File: config.mk
export PLATFORM = sky130hd
export DESIGN_NAME = seg7_scan_capture
export DESIGN_NICKNAME = d
export VERILOG_FILES = /design/src/rtl/seg7_pkg.sv /design/src/rtl/seg7_to_bcd.sv /design/src/rtl/seg7_scan_capture.sv
export SDC_FILE = /design/constraint.sdc
export NUM_CORES = 1
export LEC_CHECK = 0
export CAP_MARGIN = 20
export CORE_MARGIN = 2
export CORE_UTILIZATION = 47
export CTS_CLUSTER_DIAMETER = 40
export DETAILED_ROUTE_END_ITERATION = 6
export PLACE_DENSITY = 0.78
export SETUP_SLACK_MARGIN = 0.05
export SYNTH_ARGS = -nofsm -noshare
export SYNTH_HDL_FRONTEND = slang
export SYNTH_SLANG_ARGS = --single-unit
File: constraint.sdc
create_clock -name i_clk -period 2.2 [get_ports i_clk]
set_input_delay 0.44 -clock i_clk [delete_from_list [all_inputs] [get_ports i_clk]]
set_output_delay 0.44 -clock i_clk [all_outputs]
set_load 0.05 [all_outputs]
File: src/rtl/seg7_pkg.sv
// Shared definitions for the 7-segment scan capture block: active-low segment
// patterns, FSM state encoding and the one-cold strobe test.
package seg7_pkg;

  localparam logic [6:0] SEG_0     = 7'b0000001;
  localparam logic [6:0] SEG_1     = 7'b1001111;
  localparam logic [6:0] SEG_2     = 7'b0010010;
  localparam logic [6:0] SEG_3     = 7'b0000110;
  localparam logic [6:0] SEG_4     = 7'b1001100;
  localparam logic [6:0] SEG_5     = 7'b0100100;
  localparam logic [6:0] SEG_6     = 7'b0100000;
  localparam logic [6:0] SEG_7     = 7'b0001111;
  localparam logic [6:0] SEG_8     = 7'b0000000;
  localparam logic [6:0] SEG_9     = 7'b0000100;
  localparam logic [6:0] SEG_BLANK = 7'b1111111;

  // Widest strobe bus is_one_cold accepts; callers pad unused bits with ones.
  localparam int MAX_DIGITS = 32;

  typedef enum logic {
    S_HELD   = 1'b0,
    S_SETTLE = 1'b1
  } state_t;

  function automatic logic is_one_cold(input logic [MAX_DIGITS-1:0] an);
    int zeros;
    zeros = 0;
    for (int i = 0; i < MAX_DIGITS; i++) begin
      if (!an[i]) zeros++;
    end
    return (zeros == 1);
  endfunction

endpackage

File: src/rtl/seg7_to_bcd.sv
// Combinational decode of an active-low a..g segment pattern back to a digit
// value, flagging the all-off pattern and any pattern outside the table.
module seg7_to_bcd
  import seg7_pkg::*;
(
  input  logic [6:0] i_seg,
  output logic [3:0] o_val,
  output logic       o_blank,
  output logic       o_err
);

  always_comb begin
    o_val   = 4'hF;
    o_blank = 1'b0;
    o_err   = 1'b0;
    case (i_seg)
      SEG_0:     o_val = 4'd0;
      SEG_1:     o_val = 4'd1;
      SEG_2:     o_val = 4'd2;
      SEG_3:     o_val = 4'd3;
      SEG_4:     o_val = 4'd4;
      SEG_5:     o_val = 4'd5;
      SEG_6:     o_val = 4'd6;
      SEG_7:     o_val = 4'd7;
      SEG_8:     o_val = 4'd8;
      SEG_9:     o_val = 4'd9;
      SEG_BLANK: o_blank = 1'b1;
      default:   o_err = 1'b1;
    endcase
  end

endmodule

File: src/rtl/seg7_scan_capture.sv
// Recovers digit values from a multiplexed 7-segment bus: waits for the
// strobe/segment combination to settle, decodes it and stores it per digit.
module seg7_scan_capture
  import seg7_pkg::*;
#(
  parameter  int N_DIGITS   = 4,
  parameter  int STABLE_CYC = 4,
  localparam int IDX_W      = (N_DIGITS > 1) ? $clog2(N_DIGITS) : 1
) (
  input  logic                  i_clk,
  input  logic                  i_rst,
  input  logic [N_DIGITS-1:0]   i_an,
  input  logic [6:0]            i_seg,
  output logic [4*N_DIGITS-1:0] o_digits,
  output logic [N_DIGITS-1:0]   o_blank,
  output logic [N_DIGITS-1:0]   o_err,
  output logic                  o_cap_valid,
  output logic [IDX_W-1:0]      o_cap_idx,
  output logic                  o_frame_valid
);

  localparam int CNT_W = $clog2(STABLE_CYC + 1);
  typedef logic [CNT_W-1:0] cnt_t;
  localparam cnt_t CNT_LAST = cnt_t'(STABLE_CYC - 1);

  state_t                  state, state_next;
  logic [N_DIGITS-1:0]     held_an, held_an_next;
  logic [6:0]              held_seg, held_seg_next;
  cnt_t                    cnt, cnt_next;
  logic [N_DIGITS-1:0]     seen;
  logic                    changed;
  logic                    capture;
  logic                    frame_done;
  logic [MAX_DIGITS-1:0]   an_pad;
  logic [N_DIGITS-1:0]     cap_mask;
  logic [IDX_W-1:0]        idx;
  logic [3:0]              dec_val;
  logic                    dec_blank;
  logic                    dec_err;

  // During a capture the input equals held, so decoding held.seg is current.
  seg7_to_bcd u_dec (
    .i_seg   (held_seg),
    .o_val   (dec_val),
    .o_blank (dec_blank),
    .o_err   (dec_err)
  );

  always_comb begin
    changed       = ({i_an, i_seg} != {held_an, held_seg});
    an_pad        = '1;
    an_pad[N_DIGITS-1:0] = held_an;
    cap_mask      = ~held_an;
    idx           = '0;
    for (int k = 0; k < N_DIGITS; k++) begin
      if (!held_an[k]) idx = IDX_W'(k);
    end

    state_next    = state;
    held_an_next  = held_an;
    held_seg_next = held_seg;
    cnt_next      = cnt;
    capture       = 1'b0;

    // Any change restarts the settle window, even on what would be the capture edge.
    if (changed) begin
      held_an_next  = i_an;
      held_seg_next = i_seg;
      cnt_next      = '0;
      state_next    = S_SETTLE;
    end else if (state == S_SETTLE) begin
      if (cnt == CNT_LAST) begin
        state_next = S_HELD;
        capture    = is_one_cold(an_pad);
      end else begin
        cnt_next = cnt + cnt_t'(1);
      end
    end

    frame_done = &(seen | cap_mask);
  end

  always_ff @(posedge i_clk) begin
    if (i_rst) begin
      state         <= S_HELD;
      held_an       <= '1;
      held_seg      <= '1;
      cnt           <= '0;
      seen          <= '0;
      o_digits      <= '0;
      o_blank       <= '0;
      o_err         <= '0;
      o_cap_valid   <= 1'b0;
      o_cap_idx     <= '0;
      o_frame_valid <= 1'b0;
    end else begin
      state         <= state_next;
      held_an       <= held_an_next;
      held_seg      <= held_seg_next;
      cnt           <= cnt_next;
      o_cap_valid   <= capture;
      o_frame_valid <= capture && frame_done;
      if (capture) begin
        o_cap_idx <= idx;
        seen      <= frame_done ? '0 : (seen | cap_mask);
        for (int k = 0; k < N_DIGITS; k++) begin
          if (cap_mask[k]) begin
            o_digits[4*k +: 4] <= dec_val;
            o_blank[k]         <= dec_blank;
            o_err[k]           <= dec_err;
          end
        end
      end
    end
  end

endmodule

* Yosys cells after proc, flatten, opt, wreduce, memory -nomap -nowiden
Cells that the tools add are included.
** Word-level totals
- Word-level logic and storage cells :: 79
- Latch bits :: 0
- Output and inout port bits :: 28
- Memories :: 0
- Bits in writable memories :: 0
- Register bits after elaboration :: 47
- Memory bits (read-only) :: 0
- Input bits :: 13
** Cells by class
- Multipliers :: 0
- Add/sub/neg operators :: 4
- Shift operators :: 0
- Magnitude comparators :: 0
- Reduce and logical (&&, ||, !) cells :: 10
- Multiplexer cells :: 29
- Div/mod/pow operators :: 0
- Bitwise operators :: 3
- Equal/unequal tests :: 13
** Operator list (count)
- 32-bit two-way mux :: 15
- 32-bit by 2-bit adder with 32-bit output, second input constant :: 3
- 4-bit one-hot mux with 10 select lines :: 1
- 32-bit by 2-bit equality test with 1-bit output, second input constant :: 1
- 7-bit equality test, second input constant :: 3
- 7-bit by 3-bit equality test with 1-bit output, second input constant :: 2
- 7-bit by 6-bit equality test with 1-bit output, second input constant :: 2
- 11-bit inequality test :: 1
- 11-bit OR reduction :: 1
- 1-bit two-way mux :: 10
- 2-bit AND reduction :: 5
- 7-bit by 1-bit equality test with 1-bit output, second input constant :: 1
- 7-bit by 4-bit equality test with 1-bit output, second input constant :: 1
- 7-bit by 5-bit equality test with 1-bit output, second input constant :: 1
- 7-bit logical NOT :: 1
- 2-bit two-way mux :: 2
- 4-bit two-way mux :: 1
- 4-bit inverter :: 1
- 4-bit OR :: 1
- 4-bit AND reduction :: 1
- 3-bit by 1-bit adder with 3-bit output, second input constant :: 1
- 3-bit by 2-bit equality test with 1-bit output, second input constant :: 1
- 2-bit OR reduction :: 1
- 1-bit logical AND :: 1
- 1-bit inverter :: 1

* Longest topological paths before layout
- Depth after elaboration :: 24
- Gate-level depth with buffers :: 11
- Mapped depth without buffers :: 10

* Hierarchy
A second synthesis with hierarchy kept.
** Second synthesis, totals
- Cell total of the unflattened synthesis :: 238
- Area total of the unflattened synthesis :: 2426.1 sq um
** By module, submodules not included
- seg7_scan_capture :: sequential area each 940.9 sq um, cells an instance 199, area an instance 2138.3 sq um, instances 1
- seg7_to_bcd :: sequential area each 0.0 sq um, cells an instance 39, area an instance 287.8 sq um, instances 1

* Least setup slack after synthesis
OpenSTA, ideal clock, no wires.
- Kind :: flip-flop to flip-flop
- From :: register held_an[1]
- To :: register o_digits[3]
- Path buffers :: 1
- Cell stages (with the launch flop) :: 11
- Clock period less this slack :: 2.375 ns
- Path slack :: -0.175 ns
- Required time :: 2.127 ns
- Data arrival time :: 2.302 ns
- Library setup time :: 0.073 ns
- Cell sequence :: dfxtp_1 inv_1 ha_1 xnor2_2 ha_1 nor2b_1 xnor2_1 nor2_2 and4_1 buf_2 mux2i_1
** Between the ends
- Cells in the longest elaborated chain, start to end :: 19
- Elaborated cells between the ends (all ways) :: 20
- Classes of those cells :: 2 x add/sub; 2 x eq/ne; 15 x mux; 1 x reduce/logical
** Ends and longest elaborated chain
- start, declared :: line seg7_scan_capture.sv:27 : logic [N_DIGITS-1:0] held_an, held_an_next;
- start signal, assigned :: line seg7_scan_capture.sv:98 : held_an <= held_an_next;
- 32-bit two-way mux :: line seg7_pkg.sv:29 : if (!an[i]) zeros++;
- 32-bit two-way mux :: line seg7_scan_capture.sv:72 : if (cnt == CNT_LAST) begin
- 32-bit two-way mux :: line seg7_scan_capture.sv:71 : end else if (state == S_SETTLE) begin
- 32-bit two-way mux :: line seg7_scan_capture.sv:66 : if (changed) begin
- 32-bit by 2-bit adder with 32-bit output :: line seg7_pkg.sv:29
- 32-bit two-way mux :: line seg7_pkg.sv:29
- 32-bit two-way mux :: line seg7_scan_capture.sv:72
- 32-bit two-way mux :: line seg7_scan_capture.sv:71
- (+3 left out)
- 32-bit two-way mux :: line seg7_scan_capture.sv:72
- 32-bit two-way mux :: line seg7_scan_capture.sv:71
- 32-bit two-way mux :: line seg7_scan_capture.sv:66
- 32-bit by 2-bit equality test with 1-bit output :: line seg7_pkg.sv:31 : return (zeros == 1);
- 1-bit two-way mux :: line seg7_scan_capture.sv:72
- 1-bit two-way mux :: line seg7_scan_capture.sv:71
- 1-bit two-way mux (*) :: line seg7_scan_capture.sv:66
- 2-bit AND reduction (no line) (*)
- end signal, assigned by index :: line seg7_scan_capture.sv:108 : o_digits[4*k +: 4] <= dec_val;
- end, declared :: line seg7_scan_capture.sv:14 : output logic [4*N_DIGITS-1:0] o_digits,
Mark *: on every way between the ends. The rest lies on a longest branch, timed or not. The select of a mux whose other input is x is not followed.
A chain may end at the register's enable or synchronous reset.

* Final worst setup path
- From :: register held_an[0]
- To :: register o_digits[6]
** Between the ends
- Cells in the longest elaborated chain, start to end :: 24
- Elaborated cells between the ends (all ways) :: 25
- Classes of those cells :: 3 x add/sub; 2 x eq/ne; 19 x mux; 1 x reduce/logical
** Ends and longest elaborated chain (line)
- 1-bit two-way mux :: seg7_pkg.sv:29
- 32-bit two-way mux :: seg7_scan_capture.sv:72
- 32-bit two-way mux :: seg7_scan_capture.sv:71
- 32-bit two-way mux :: seg7_scan_capture.sv:66
- 32-bit by 2-bit adder with 32-bit output :: seg7_pkg.sv:29
- 32-bit two-way mux :: seg7_pkg.sv:29
- 32-bit two-way mux :: seg7_scan_capture.sv:72
- 32-bit two-way mux :: seg7_scan_capture.sv:71
- (+8 left out)
- 32-bit two-way mux :: seg7_scan_capture.sv:72
- 32-bit two-way mux :: seg7_scan_capture.sv:71
- 32-bit two-way mux :: seg7_scan_capture.sv:66
- 32-bit by 2-bit equality test with 1-bit output :: seg7_pkg.sv:31
- 1-bit two-way mux :: seg7_scan_capture.sv:72
- 1-bit two-way mux :: seg7_scan_capture.sv:71
- 1-bit two-way mux (*) :: seg7_scan_capture.sv:66
- 2-bit AND reduction (no line) (*)
Marked as above.

==> metrics.txt <==
Seq pwr share=47.1%; synth-to-layout area growth=41.33%; # IOs=between 40 and 50; CTS max path bufs=2; Sw Share=a little under a quarter; Final ANT Viol Nets=0; DRC violations left=0; # rows=25; layout cell share with drive strength beyond 1=28.09%; clock skew=0.006732 ns; initial antenna violation count=0; Worst Hold Path EP=o_digits[0]; Sw Pwr=around 0.43 mW; Cell Area, Synth=between 0.002 and 0.0025 mm²; clock latency on the worst-skew pair=about 0.31 ns; Cell Int Power=1.441 mW; Tot Pwr=~1.9 mW; setup TNS=0 ns; Max transition margin=55.62%; met3 usage=around 3.9%; period utilization=between 90 and 100%; count of flip-flops with a built-in enable after synthesis=0; 1st-pass router iterations=5; FF-to-FF path depth=10; via count=1,923; Horiz. Die Dim=about 74 µm; largest net degree at the start of global routing=45; met2 usage=about a third; fillcell total=approximately 400; H-tree levels=2; Cells after Synth=232; synth cell count leaders=dfxtp_1, nand2b_1, mux2i_1, xor2_1, or2_2; Initial Utilization=around half; Synth top area share=between 40 and 50%; Slew @ Worst Pin=0.6658 ns; Detail Placement HPWL=between 3 and 4 mm; WP data required=about 2.4 ns; Die ar.=roughly 0.0055 mm²; register area share after synthesis=40.52%; Worst setup SP type=register; DR vias/cell=~5.3; RSZ-0062 raised after global routing=yes; Crit path arrival time=~2.4 ns; CTS clock-pin slew for the worst setup and hold paths=around 0.09 ns; Final Max Slew Viols=0; FF-to-FF Start=held_an[0]; Final Hold Fails=0; syn_area_per_cell=approximately 10 µm²; Antenna diodes=0; Tmin final=approximately 2.2 ns; Setup crit end kind=register; Achievable Freq=approximately 460 MHz; first-pass GRT wire length=approximately 8.6 mm; ys flop type=dfxtp_1; Synth area leader=dfxtp_1; Cells on Worst Hold Path=2; Distinct cells, synth=a little under 50; global route hottest layer=met2; Final #Nets=about 320; R2R Setup Slk=0.01 ns; Power Density=between 500 and 600 mW/mm²; Async SR Flop Fraction=0%; Crit Path Class=reg2reg; most numerous cell in the Yosys netlist=dfxtp_1; synthesized net count=250; # setup viols final=0; clock root buffer=clkbuf_8; CP max FO=4; vias in the first global route=~1,900; Max Cap Viol=0; Min Hold Slack=approximately 0.48 ns; 1st-iter DRT viols=81; die height=around 74 µm; Tot GR Track Use=between 20% and 30%; part of the power in the clock network=roughly two fifths; Hold WC Path Type=reg2reg; met1 usage=about 27%; CTS tree=built; global route overflow=0; PortBufs=40; end of the worst register-to-register path=o_digits[6]; synth warn=0; worst hold start=o_digits[0]; CTS buffer count=5; synth top area cells=dfxtp_1, mux2i_1, nand2b_1, xor2_1, or2_2; #FFs+latches synth=47; routability congestion estimate from global placement=about 0.86; outcome=finished clean; Clock Sinks=47; core area=0.004755 mm²; combinational share of power=about an eighth; Routed WL=5.225 mm; Max VDD drop=between 0.3 and 0.4 mV; Lkg Pwr=1.371 nW; wire length per cell=14.28 µm
[registers in the layout, indices dropped and copies added (netlist names)]
| name | flops |
|---|---|
| o_digits | 16 |
| held_seg | 7 |
| held_an | 4 |
| o_blank | 4 |
| o_err | 4 |
| seen | 4 |
| cnt | 3 |
| o_cap_idx | 2 |
| o_cap_valid | 1 |
| o_frame_valid | 1 |
| state | 1 |
[logic make-up after synthesis]
family                     synth area share, %
xor gates and xnor gates                 6.358
AOI/OAI and AO/OA                        9.160
muxes                                    10.78
and+or+nand+nor                          24.14
adders and majority gates                2.694
DFF                                      40.52
buffers and inverters                    6.358
[metrics by stage]
| step | worst slack (ns) | cell area [µm²] | utilization, % | std cells |
|---|---|---|---|---|
| 6_report | 0.01471 | 3282 | 69.03 | 366 |
| 5_1_grt | -0.07195 | 3282 | 69.03 | 366 |
| 4_1_cts | 0.02284 | 3208 | 67.47 | 367 |
| 3_5_place_dp | -0.2883 | 2957 | 62.18 | 350 |
| 3_3_place_gp | -0.1830 | 2957 | 62.18 | 350 |
| 2_1_floorplan | 0.03060 | 2342 | - | 232 |
[how the worst max path moves through the flow]
stage	start	to	slack, ns
finish	held_an[0]	o_digits[6]	0.01
global route	held_an[0]	o_digits[11]	-0.07
CTS	held_an[1]	o_blank[0]	0.02
detailed placement	i_an[3]	o_blank[0]	-0.29
global placement	i_an[3]	o_digits[3]	-0.18
floorplan	held_an[0]	seen[0]	0.03
[critical path, cell delays in order (launching register included)]
cell and delay [ns]:
dfxtp_2 0.36, inv_2 0.05, ha_4 0.26, xnor2_4 0.14
ha_4 0.28, nor3_4 0.03, a311o_2 0.42, buf_12 0.15
nand4_4 0.11, buf_6 0.14, mux2i_1 0.17
[timing repair]
| action | 4_1_cts | 5_1_grt |
|---|---|---|
| pin swaps | 7 | 7 |
| setup endpoints to repair | 30 | 31 |
| cloned | 0 | 0 |
| setup buffers | 9 | 0 |
| resized for setup | 9 | 15 |
| hold buffers | 0 | 0 |
[cell usage in the layout (no fill, tap or decap), types with 2 or more instances in the layout]
cell             count
dfxtp_1             45
clkdlybuf4s50_1     40
nand2b_1            26
buf_4               26
mux2i_1             25
xor2_1              12
or2_2               11
inv_1                8
nand2_1              8
nor2_1               8
nand3_1              5
clkbuf_8             5
a221oi_1             4
nor3_1               4
nand4_1              4
buf_6                4
buf_12               4
a21oi_1              3
inv_2                2
xnor2_4              2
nor4_2               2
a221oi_2             2
nor2b_1              2
xnor2_1              2
o21ai_0              2
a311oi_1             2
nand3_2              2
ha_4                 2
ha_1                 2
bufinv_16            2
dfxtp_2              2
[routing by layer]
metal  vias to the layer above  wire length, µm
met5                         -                0
met4                         0              113
met3                        12              147
met2                        40             2596
met1                       933             2368
li1                        938                -
[cell type report]
class / count / area (µm²) / area share [%]
Tap cell: 67 / 83.83 / 2.554
Multi-Input combinational cell: 159 / 1345 / 40.98
Clock inverter: 3 / 67.56 / 2.059
Inverter: 10 / 37.54 / 1.144
Sequential cell: 47 / 943.4 / 28.75
Timing Repair Buffer: 75 / 735.7 / 22.42
Clock buffer: 5 / 68.82 / 2.097
[power groups by stage]
stage / clock, mW / combinational, mW / sequential [mW]
final: 0.754 / 0.235 / 0.880
after global routing: 0.795 / 0.254 / 0.882
after CTS: 0.762 / 0.222 / 0.879
after detailed placement: 0 / 0.186 / 0.898
after global placement: 0 / 0.182 / 0.897
after floorplan: 0 / 0.131 / 0.888
Note: power is estimated with default switching activity, not from simulation.
